===== config.mk =====
export PLATFORM = sky130hd
export DESIGN_NAME = regfile_wb_arbiter_flat
export DESIGN_NICKNAME = d
export VERILOG_FILES = /design/src/rtl/cpu_pkg.sv /design/src/rtl/regfile_wb_arbiter_if.sv /design/src/rtl/wb_scoreboard.sv /design/src/rtl/regfile_wb_arbiter.sv /design/src/flat_wrapper.sv
export SDC_FILE = /design/constraint.sdc
export NUM_CORES = 1
export LEC_CHECK = 0
export CAP_MARGIN = 30
export CELL_PAD_IN_SITES_DETAIL_PLACEMENT = 0
export CELL_PAD_IN_SITES_GLOBAL_PLACEMENT = 2
export CORE_UTILIZATION = 22
export CTS_BUF_LIST = sky130_fd_sc_hd__clkbuf_8
export DETAILED_ROUTE_END_ITERATION = 7
export GPL_TIMING_DRIVEN = 0
export PLACE_DENSITY = 0.86
export SLEW_MARGIN = 20
export SYNTH_ARGS = -nofsm -noshare
export SYNTH_HDL_FRONTEND = slang
export SYNTH_SLANG_ARGS = --single-unit

===== constraint.sdc =====
create_clock -name clk -period 1.9 [get_ports clk]
set_clock_uncertainty 0.1 [all_clocks]
set_input_delay 0.38 -clock clk [delete_from_list [all_inputs] [get_ports clk]]
set_output_delay 0.38 -clock clk [all_outputs]
set_load 0.05 [all_outputs]

===== src/rtl/cpu_pkg.sv =====
// rtl/cpu_pkg.sv - shared CPU constants, writeback grant type and arbitration helper
// Contents:
//   REG_ADDR_W : register index width
//   XLEN       : default datapath width
//   X0         : hardwired-zero register index
//   grant_t    : writeback arbitration result
//   arb_grant  : fixed-priority grant with starvation override
package cpu_pkg;

  localparam int REG_ADDR_W = 5;
  localparam int XLEN       = 32;
  localparam logic [REG_ADDR_W-1:0] X0 = '0;

  typedef enum logic [1:0] {
    GRANT_NONE = 2'd0,
    GRANT_0    = 2'd1,
    GRANT_1    = 2'd2
  } grant_t;

  // Source 0 normally wins; source 1 wins when source 0 is idle or when it
  // has waited long enough that the starvation counter forces it through.
  function automatic grant_t arb_grant(input logic v0, input logic v1,
                                       input logic force_1);
    if (v1 && (force_1 || !v0)) return GRANT_1;
    else if (v0)                return GRANT_0;
    else                        return GRANT_NONE;
  endfunction

endpackage


===== src/rtl/regfile_wb_arbiter_if.sv =====
// rtl/regfile_wb_arbiter_if.sv - two-source writeback request bundle
// Signals:
//   wb0_valid/wb0_ready/wb0_rd/wb0_data : ALU pipeline writeback
//   wb1_valid/wb1_ready/wb1_rd/wb1_data : long-latency unit writeback
// Modports:
//   master : requester side (drives valid/rd/data, observes ready)
//   slave  : arbiter side (observes valid/rd/data, drives ready)
interface regfile_wb_arbiter_if
  import cpu_pkg::*;
#(
  parameter int XLEN = cpu_pkg::XLEN
);

  logic                  wb0_valid;
  logic                  wb0_ready;
  logic [REG_ADDR_W-1:0] wb0_rd;
  logic [XLEN-1:0]       wb0_data;

  logic                  wb1_valid;
  logic                  wb1_ready;
  logic [REG_ADDR_W-1:0] wb1_rd;
  logic [XLEN-1:0]       wb1_data;

  modport master (
    output wb0_valid, wb0_rd, wb0_data,
    input  wb0_ready,
    output wb1_valid, wb1_rd, wb1_data,
    input  wb1_ready
  );

  modport slave (
    input  wb0_valid, wb0_rd, wb0_data,
    output wb0_ready,
    input  wb1_valid, wb1_rd, wb1_data,
    output wb1_ready
  );

endinterface


===== src/rtl/wb_scoreboard.sv =====
// rtl/wb_scoreboard.sv - pending-write scoreboard for long-latency destinations
// Ports:
//   clk, rst_n          : clock, async active-low reset
//   set_valid, set_rd   : long-latency op issued, destination to mark pending
//   clr_valid, clr_rd   : long-latency writeback accepted, destination to release
//   rs1_addr, rs2_addr  : decode-stage source registers
//   hazard              : either source has an outstanding write
module wb_scoreboard
  import cpu_pkg::*;
(
  input  logic                  clk,
  input  logic                  rst_n,
  input  logic                  set_valid,
  input  logic [REG_ADDR_W-1:0] set_rd,
  input  logic                  clr_valid,
  input  logic [REG_ADDR_W-1:0] clr_rd,
  input  logic [REG_ADDR_W-1:0] rs1_addr,
  input  logic [REG_ADDR_W-1:0] rs2_addr,
  output logic                  hazard
);

  localparam int NREG = 1 << REG_ADDR_W;

  logic [NREG-1:0] pending;
  logic [NREG-1:0] set_mask;
  logic [NREG-1:0] clr_mask;
  logic [NREG-1:0] pending_nxt;

  always_comb begin
    set_mask = '0;
    clr_mask = '0;
    if (set_valid) set_mask[set_rd] = 1'b1;
    if (clr_valid) clr_mask[clr_rd] = 1'b1;
    // Clear first, then set, so a re-issue in the same cycle as the
    // previous result returning keeps the register marked.
    pending_nxt = (pending & ~clr_mask) | set_mask;
    pending_nxt[X0] = 1'b0;
  end

  always_ff @(posedge clk or negedge rst_n) begin
    if (!rst_n) pending <= '0;
    else        pending <= pending_nxt;
  end

  assign hazard = pending[rs1_addr] | pending[rs2_addr];

endmodule


===== src/rtl/regfile_wb_arbiter.sv =====
// rtl/regfile_wb_arbiter.sv - shares the regfile write port between ALU and long-latency writeback
// Optional feature macro: WB_SCOREBOARD_EN (pending-write scoreboard and RAW hazard output)
// Ports:
//   clk, rst_n          : clock, async active-low reset
//   wb (slave)          : wb0_* ALU writeback, wb1_* long-latency writeback
//   issue_valid/rd      : long-latency op issued (scoreboard set)
//   rs1_addr/rs2_addr   : decode-stage sources checked for pending writes
//   hazard              : decode must stall
//   rf_rd_addr/rf_w_data/rf_w_en : registered regfile write port
module regfile_wb_arbiter
  import cpu_pkg::*;
#(
  parameter int XLEN         = cpu_pkg::XLEN,
  parameter int STARVE_LIMIT = 3
) (
  input  logic                  clk,
  input  logic                  rst_n,
  regfile_wb_arbiter_if.slave   wb,
  input  logic                  issue_valid,
  input  logic [REG_ADDR_W-1:0] issue_rd,
  input  logic [REG_ADDR_W-1:0] rs1_addr,
  input  logic [REG_ADDR_W-1:0] rs2_addr,
  output logic                  hazard,
  output logic [REG_ADDR_W-1:0] rf_rd_addr,
  output logic [XLEN-1:0]       rf_w_data,
  output logic                  rf_w_en
);

  localparam logic [3:0] LIMIT = 4'(STARVE_LIMIT);

  logic [3:0]            starve_cnt;
  logic [3:0]            starve_cnt_nxt;
  logic                  force_1;
  grant_t                grant;
  logic                  xfer0;
  logic                  xfer1;
  logic [REG_ADDR_W-1:0] sel_rd;
  logic [XLEN-1:0]       sel_data;

  assign force_1 = (starve_cnt == LIMIT);
  assign grant   = arb_grant(wb.wb0_valid, wb.wb1_valid, force_1);

  // Ready is gated by reset so neither requester sees an accept while held.
  assign wb.wb0_ready = rst_n && (grant == GRANT_0);
  assign wb.wb1_ready = rst_n && (grant == GRANT_1);

  assign xfer0 = wb.wb0_valid && wb.wb0_ready;
  assign xfer1 = wb.wb1_valid && wb.wb1_ready;

  always_comb begin
    starve_cnt_nxt = '0;
    if (wb.wb1_valid && !wb.wb1_ready)
      starve_cnt_nxt = force_1 ? starve_cnt : starve_cnt + 4'd1;
  end

  always_ff @(posedge clk or negedge rst_n) begin
    if (!rst_n) starve_cnt <= '0;
    else        starve_cnt <= starve_cnt_nxt;
  end

  always_comb begin
    sel_rd   = wb.wb0_rd;
    sel_data = wb.wb0_data;
    if (xfer1) begin
      sel_rd   = wb.wb1_rd;
      sel_data = wb.wb1_data;
    end
  end

  // An x0 destination is still consumed; only the write strobe is suppressed.
  always_ff @(posedge clk or negedge rst_n) begin
    if (!rst_n) begin
      rf_w_en    <= 1'b0;
      rf_rd_addr <= '0;
      rf_w_data  <= '0;
    end else begin
      rf_w_en <= (xfer0 || xfer1) && (sel_rd != X0);
      if (xfer0 || xfer1) begin
        rf_rd_addr <= sel_rd;
        rf_w_data  <= sel_data;
      end
    end
  end

`ifdef WB_SCOREBOARD_EN
  wb_scoreboard u_scoreboard (
    .clk       (clk),
    .rst_n     (rst_n),
    .set_valid (issue_valid && (issue_rd != X0)),
    .set_rd    (issue_rd),
    .clr_valid (xfer1 && (wb.wb1_rd != X0)),
    .clr_rd    (wb.wb1_rd),
    .rs1_addr  (rs1_addr),
    .rs2_addr  (rs2_addr),
    .hazard    (hazard)
  );
`else
  logic unused_sb_inputs;
  assign unused_sb_inputs = ^{issue_valid, issue_rd, rs1_addr, rs2_addr};
  assign hazard = 1'b0;
`endif

endmodule


===== src/flat_wrapper.sv =====
// flat-port wrapper written by rule: the top's interface ports become plain ports
module regfile_wb_arbiter_flat import cpu_pkg::*;
#(
  parameter int XLEN         = cpu_pkg::XLEN,
  parameter int STARVE_LIMIT = 3
)
  (clk, rst_n, issue_valid, issue_rd, rs1_addr, rs2_addr, hazard, rf_rd_addr, rf_w_data, rf_w_en, wb_wb0_valid, wb_wb0_rd, wb_wb0_data, wb_wb0_ready, wb_wb1_valid, wb_wb1_rd, wb_wb1_data, wb_wb1_ready);
  regfile_wb_arbiter_if #(.XLEN(XLEN)) wb_i ();
  input  logic clk;
  input  logic rst_n;
  input  logic issue_valid;
  input  logic [REG_ADDR_W-1:0] issue_rd;
  input  logic [REG_ADDR_W-1:0] rs1_addr;
  input  logic [REG_ADDR_W-1:0] rs2_addr;
  output logic hazard;
  output logic [REG_ADDR_W-1:0] rf_rd_addr;
  output logic [XLEN-1:0] rf_w_data;
  output logic rf_w_en;
  input wire logic [$bits(wb_i.wb0_valid)-1:0] wb_wb0_valid;
  input wire logic [$bits(wb_i.wb0_rd)-1:0] wb_wb0_rd;
  input wire logic [$bits(wb_i.wb0_data)-1:0] wb_wb0_data;
  output wire logic [$bits(wb_i.wb0_ready)-1:0] wb_wb0_ready;
  input wire logic [$bits(wb_i.wb1_valid)-1:0] wb_wb1_valid;
  input wire logic [$bits(wb_i.wb1_rd)-1:0] wb_wb1_rd;
  input wire logic [$bits(wb_i.wb1_data)-1:0] wb_wb1_data;
  output wire logic [$bits(wb_i.wb1_ready)-1:0] wb_wb1_ready;
  assign wb_i.wb0_valid = wb_wb0_valid;
  assign wb_i.wb0_rd = wb_wb0_rd;
  assign wb_i.wb0_data = wb_wb0_data;
  assign wb_wb0_ready = wb_i.wb0_ready;
  assign wb_i.wb1_valid = wb_wb1_valid;
  assign wb_i.wb1_rd = wb_wb1_rd;
  assign wb_i.wb1_data = wb_wb1_data;
  assign wb_wb1_ready = wb_i.wb1_ready;
  regfile_wb_arbiter #(.XLEN(XLEN), .STARVE_LIMIT(STARVE_LIMIT)) u_core (.clk(clk), .rst_n(rst_n), .wb(wb_i), .issue_valid(issue_valid), .issue_rd(issue_rd), .rs1_addr(rs1_addr), .rs2_addr(rs2_addr), .hazard(hazard), .rf_rd_addr(rf_rd_addr), .rf_w_data(rf_w_data), .rf_w_en(rf_w_en));
endmodule

==> results of run 1 <==
==> synth_stat cells (2+ instances only) <==
cell type  count
nand2_1        2
inv_1          2
o221a_1       13
nand2b_1      15
o31ai_1        3
a211oi_1       6
buf_2          2
nand3_1        6
o31ai_2       15
inv_4          2
o211ai_1      18
and2_1         2
clkbuf_1       4
buf_6          7
nor3_1         3
or4_1          2
dfrtp_1       42
nor2_1        20
a21oi_1       18
o21ai_0        5
a31oi_1        5
buf_4          9
==> worst max-delay path: stages, from the launching register on <==
cell     delay [ps]
dfrtp_2         450
ha_4            180
nor3b_4         150
o21ai_4         170
inv_6            60
buf_8           150
==> what timing repair did <==
item | CTS | global route
setup endpoints to repair | 40 | 12
setup buffers | 5 | 3
hold buffers | 2 | 0
pin swaps | 3 | 2
hold endpoints to repair | 15 | 0
gates resized for setup | 63 | 6
cloned | 1 | 0
==> final cells by class <==
type                            count  area (um^2)
Clock buffer                        6         82.6
Sequential cell                    42         1050
Inverter                            4         25.0
Buffer                             20          153
Fill cell                        1054         6410
Tap cell                          136          170
Timing Repair Buffer              128         1260
Multi-Input combinational cell    148         1110
Clock inverter                      2         12.5
==> per-layer routing <==
layer | wire length [um] | vias to the layer above | GRT usage [%]
met4 | 29 | 0 | 2.41
met3 | 440 | 5 | 3.43
li1 | - | 1083 | -
met2 | 3500 | 86 | 22.9
met1 | 3510 | 1073 | 18.0
met5 | 0 | - | 0
==> worst max-delay path by stage <==
| stage | depth (start not counted) | endpoint |
|---|---|---|
| 3_5_place_dp | 8 | wb_wb1_ready |
| 2_1_floorplan | 6 | wb_wb0_ready |
| 4_1_cts | 5 | wb_wb1_ready |
| 5_1_grt | 5 | wb_wb1_ready |
| 3_3_place_gp | 7 | wb_wb1_ready |
| 6_report | 5 | wb_wb1_ready |
==> layout by cell type (no fill, tap or decap), types with 4 or more instances in the layout <==
cell	Yosys	layout
nand3_1	6	6
nand2b_1	15	15
dfrtp_1	42	39
a21oi_1	18	18
clkbuf_1	4	4
o211ai_1	18	18
o221a_1	13	13
a31oi_1	5	5
o31ai_2	15	15
nor2_1	20	20
dlygate4sd2_1	0	39
clkdlybuf4s50_1	0	74
o21ai_0	5	5
buf_4	9	16
clkbuf_8	0	6
buf_6	7	7
a211oi_1	6	6
==> where the power goes <==
group          switching, mW  leakage (nW)  internal, mW  total, mW
combinational          0.764         0.982         0.471       1.24
sequential            0.0710         0.484          1.02       1.10
clock                  0.317        0.0472         0.292      0.609
total                   1.15          1.51          1.79       2.94
==> cell families after synthesis <==
group,share of synthesized area (%)
flip-flops,45.3
adder cells (fa/ha/maj),0.539
other,0.162
multiplexers,0.432
buffers and inverters,8.25
AO/OA/AOI/OAI,31.3
XOR/XNOR,0.755
AND/OR/NAND/NOR,13.3
==> flip-flops by register name, indices dropped and copies added, names as in the netlist <==
register           count
u_core.rf_rd_addr      5
u_core.rf_w_data      32
u_core.starve_cnt      4
u_core.rf_w_en         1
==> metrics by stage <==
step	area, um^2	util [%]	power, mW	setup slack, ps
after floorplan	2320	-	1.87	25.2
after global placement	3650	35.5	2.40	-2690
after detailed placement	3670	35.7	2.40	-1120
after CTS	3830	37.3	2.97	-75.9
after global routing	3860	37.6	3.10	-81.1
final	3860	37.6	2.94	-34.7
==> impl_metrics.ini, run 1 <==
[outcome]
status = complete, but fails checks
violations = setup timing

[cts]
clockBufferDepth = 2
cts_sinks = 42
cts-root-buf = clkbuf_8
clkLatencyLatePin_ps = 290
numCtsBuffers = 5
clkTransAtPathRegs_ps = 80
cts_tree = done
htreeDepth = 2

[sta]
max_freq_mhz = 517
finalCritPeriodShare_pct = 102
worst_pin_slew_ps = 679
setup_ws_ps = -34.7
drv_slew = 0
holdWs_ps = 42.4
slew_headroom_pct = 54.6
rsz0062_at_grt = yes
hold_viol_final = 0
period_needed_ps = 1930
setup_viol = 1
finalSetupTns_ps = -34.7

[final_layout]
fin_cells = 486
layout.nets = 444
drive_gt1_share_pct = 18.6
diodes = 0
syn_to_final_growth_pct = 66.6

[worst_setup_path]
start_kind = flip-flop
path_class = flip-flop to output port
crit-reg2reg-launch = u_core.starve_cnt[0]$_DFFE_PN0P_
arrival_ps = 1450
startpoint = u_core.starve_cnt[0]$_DFFE_PN0P_
required_ps = 1420
r2r_slack_ps = 80
r2r_end = u_core.rf_w_data[8]$_DFFE_PN0P_
crit_path_end_kind = output port
reg2reg_depth = 7
critPathMaxFanout = 3

[pwr]
peakVddDrop_mv = 0.262
leakage_nw = 1.51
p_per_area_nw_per_um2 = 761

[die]
dieArea_um2 = 11000
row_count = 37
die-height_um = 105
coreArea_um2 = 10300
die_x_um = 105
start_util_pct = 22.6
pin_count = 135

[placement]
hpwl_mm = 5.31
port_buffers = 116
gp_congestion = 0.727
place_inst = 469

[yosys]
ys.warnings.count = 0
synth_top_flop_cell = dfrtp_1
yosysSeqAreaShare_pct = 45.3
synthDistinctLibCells = 37
synth_fp_nets = 311
synth_seq_cells = 42
async_flop_share_pct = 100
yosysTopAreaCell = dfrtp_1
synth_area_um2 = 2320
avgSynthCellArea_um2 = 10.7
synth-edff-count = 0
yosysTopAreaCellShare_pct = 45.3
netlist_top_cells_area = dfrtp_1 (45%), o31ai_2 (8.1%), o221a_1 (6.3%)
synthCells = 216

[route]
wl_per_cell_um = 15.4
drtIter0Drc = 108
post-route-drc-count = 0
vias = 2247
drt-vias-per-instance = 4.62
ant_nets = 0
drtPass1Iterations = 4
totalWireLength_mm = 7.48

[global_routing]
grt_max_degree = 17
overflow = 0
first_global_vias = 2307
grt_use_total_pct = 13.7
grt_pass1_wl_mm = 11.9
antenna_found_initial = 0

[hold_path]
hold_path_class = input pin to asynchronous set/reset pin

[job]
maxCapViolCount = 0
Note: power is estimated with default switching activity, not from simulation.
==> run 2: changes to the inputs <==
--- a/config.mk
+++ b/config.mk
@@ -8,6 +8,7 @@
 export CAP_MARGIN = 30
 export CELL_PAD_IN_SITES_DETAIL_PLACEMENT = 0
 export CELL_PAD_IN_SITES_GLOBAL_PLACEMENT = 2
+export CORE_MARGIN = 2
 export CORE_UTILIZATION = 22
 export CTS_BUF_LIST = sky130_fd_sc_hd__clkbuf_8
 export DETAILED_ROUTE_END_ITERATION = 7
==> run 2 against run 1 <==
  * The flow still finishes with violations (setup timing)
  * Fmax rose by 1.3%
  * Via count is 2.0% higher
  * Non-clock buffer count grew 2
  * Final cell count increased by 0.41%
  * Die area is 3.9% higher
  * Largest cell class unchanged
==> impl_metrics.ini, run 2 (same netlist as run 1, synthesis figures left out) <==
[worst_setup_path]
crit_path_end_kind = output port
required_ps = 1420
critPathMaxFanout = 5
cp.buffers_inverters = 2
slowest_stage = dfrtp_1
cp_top_family = flip-flops
start_kind = flip-flop
r2r_end = u_core.rf_w_data[8]$_DFFE_PN0P_
r2r_slack_ps = 100
arrival_ps = 1430
crit_chain = ha_4, nor3b_4, o21ai_4, inv_6, buf_8
crit-reg2reg-launch = u_core.starve_cnt[0]$_DFFE_PN0P_
path_class = flip-flop to output port
reg2reg_depth = 7
slowest_delay_ps = 420

[placement]
hpwl_mm = 5.44
dp_slack_ps = -1160
place_inst = 469
gp_congestion = 0.718
port_buffers = 116

[sta]
slew_headroom_pct = 45.2
setup_ws_ps = -10.8
max_freq_mhz = 523
drv_slew = 0
setup_viol = 1
finalCritPeriodShare_pct = 101
holdWs_ps = 26.7
period_needed_ps = 1910
finalSetupTns_ps = -10.8
hold_viol_final = 0
rsz0062_at_grt = yes
worst_pin_slew_ps = 820

[route]
ant_nets = 0
totalWireLength_mm = 7.74
vias = 2292
drtPass1Iterations = 4
wl_per_cell_um = 15.9
drt-vias-per-instance = 4.70
post-route-drc-count = 0
drtIter0Drc = 69

[final_layout]
multiInputGateArea_um2 = 1110
top_regs = u_core.rf_w_data: 32 flops, u_core.rf_rd_addr: 5 flops, u_core.starve_cnt: 4 flops
fillCellCount = 1081
diodes = 0
drive_gt1_share_pct = 18.8
seq_area_um2 = 1050
fin_cells = 488
final_cell_mix = clkdlybuf4s50_1 (74), dfrtp_1 (40), dlygate4sd2_1 (39)
layout.nets = 446
syn_to_final_growth_pct = 68.1
final_common_cell = clkdlybuf4s50_1
top_register = u_core.rf_w_data
largest_reg_flops = 32

[die]
die-height_um = 107
dieArea_um2 = 11400
start_util_pct = 22.6
pin_count = 135
coreArea_um2 = 10300
die_x_um = 107
row_count = 37

[pwr]
power.total_mw = 3.06
p_per_area_nw_per_um2 = 784
leakage_nw = 1.54
peakVddDrop_mv = 0.293

[cts]
clockBufferDepth = 2
clkLatencyLatePin_ps = 300
htreeDepth = 2
numCtsBuffers = 5
cts-root-buf = clkbuf_8
clkTransAtPathRegs_ps = 90
cts_tree = done
cts_sinks = 42

[global_routing]
grt_pass1_wl_mm = 12.5
grt_use_total_pct = 13.8
antenna_found_initial = 0
overflow = 0
first_global_vias = 2441
grt_max_degree = 18

[job]
maxCapViolCount = 0

[hold_path]
hold_path_class = input pin to asynchronous set/reset pin

[outcome]
status = complete, but fails checks
violations = setup timing
run 2: metrics by stage:
step / util, % / instance area [um^2]
2_1_floorplan: - / 2320
3_3_place_gp: 35.5 / 3650
3_5_place_dp: 35.7 / 3670
4_1_cts: 37.7 / 3870
5_1_grt: 37.9 / 3900
6_report: 37.9 / 3900
run 2: worst max-delay path by stage:
stage	end	start	slack, ps	cells past startpoint
2_1_floorplan	wb_wb0_ready	u_core.starve_cnt[0]$_DFFE_PN0P_	30	6
3_3_place_gp	wb_wb1_ready	rst_n	-2670	7
3_5_place_dp	wb_wb1_ready	rst_n	-1160	8
4_1_cts	wb_wb1_ready	u_core.starve_cnt[1]$_DFFE_PN0P_	-40	5
5_1_grt	wb_wb1_ready	u_core.starve_cnt[0]$_DFFE_PN0P_	-80	5
6_report	wb_wb1_ready	u_core.starve_cnt[0]$_DFFE_PN0P_	-10	5
run 2: layout make-up:
| cell class | instances | area share (%) |
|---|---|---|
| Clock buffer | 5 | 1.77 |
| Inverter | 4 | 0.642 |
| Multi-Input combinational cell | 148 | 28.5 |
| Buffer | 20 | 3.92 |
| Timing Repair Buffer | 130 | 32.8 |
| Sequential cell | 42 | 27.0 |
| Clock inverter | 3 | 1.03 |
| Tap cell | 136 | 4.36 |
run 2: per-layer routing:
layer / routed length [um] / GRT usage (%) / share of wire, % / vias to the layer above
met3: 588 / 3.95 / 7.6 / 11
met1: 3570 / 18.5 / 46 / 1111
met4: 95 / 3.43 / 1.2 / 0
met2: 3490 / 22.1 / 45 / 89
met5: 0 / 0 / 0 / -
li1: - / - / - / 1081
run 2: where the power goes:
group	leakage, nW	internal, mW	switching, mW
logic	0.995	0.481	0.771
registers	0.485	1.02	0.0687
clock network	0.0579	0.387	0.327
run 2: repair_timing:
| action | in CTS | in global routing |
|---|---|---|
| cloned | 1 | 0 |
| setup buffers | 7 | 3 |
| resized for setup | 66 | 3 |
| hold buffers | 2 | 0 |
| pin swaps | 3 | 2 |
| setup endpoints to repair | 40 | 7 |
| endpoints found under the hold margin | 17 | 0 |
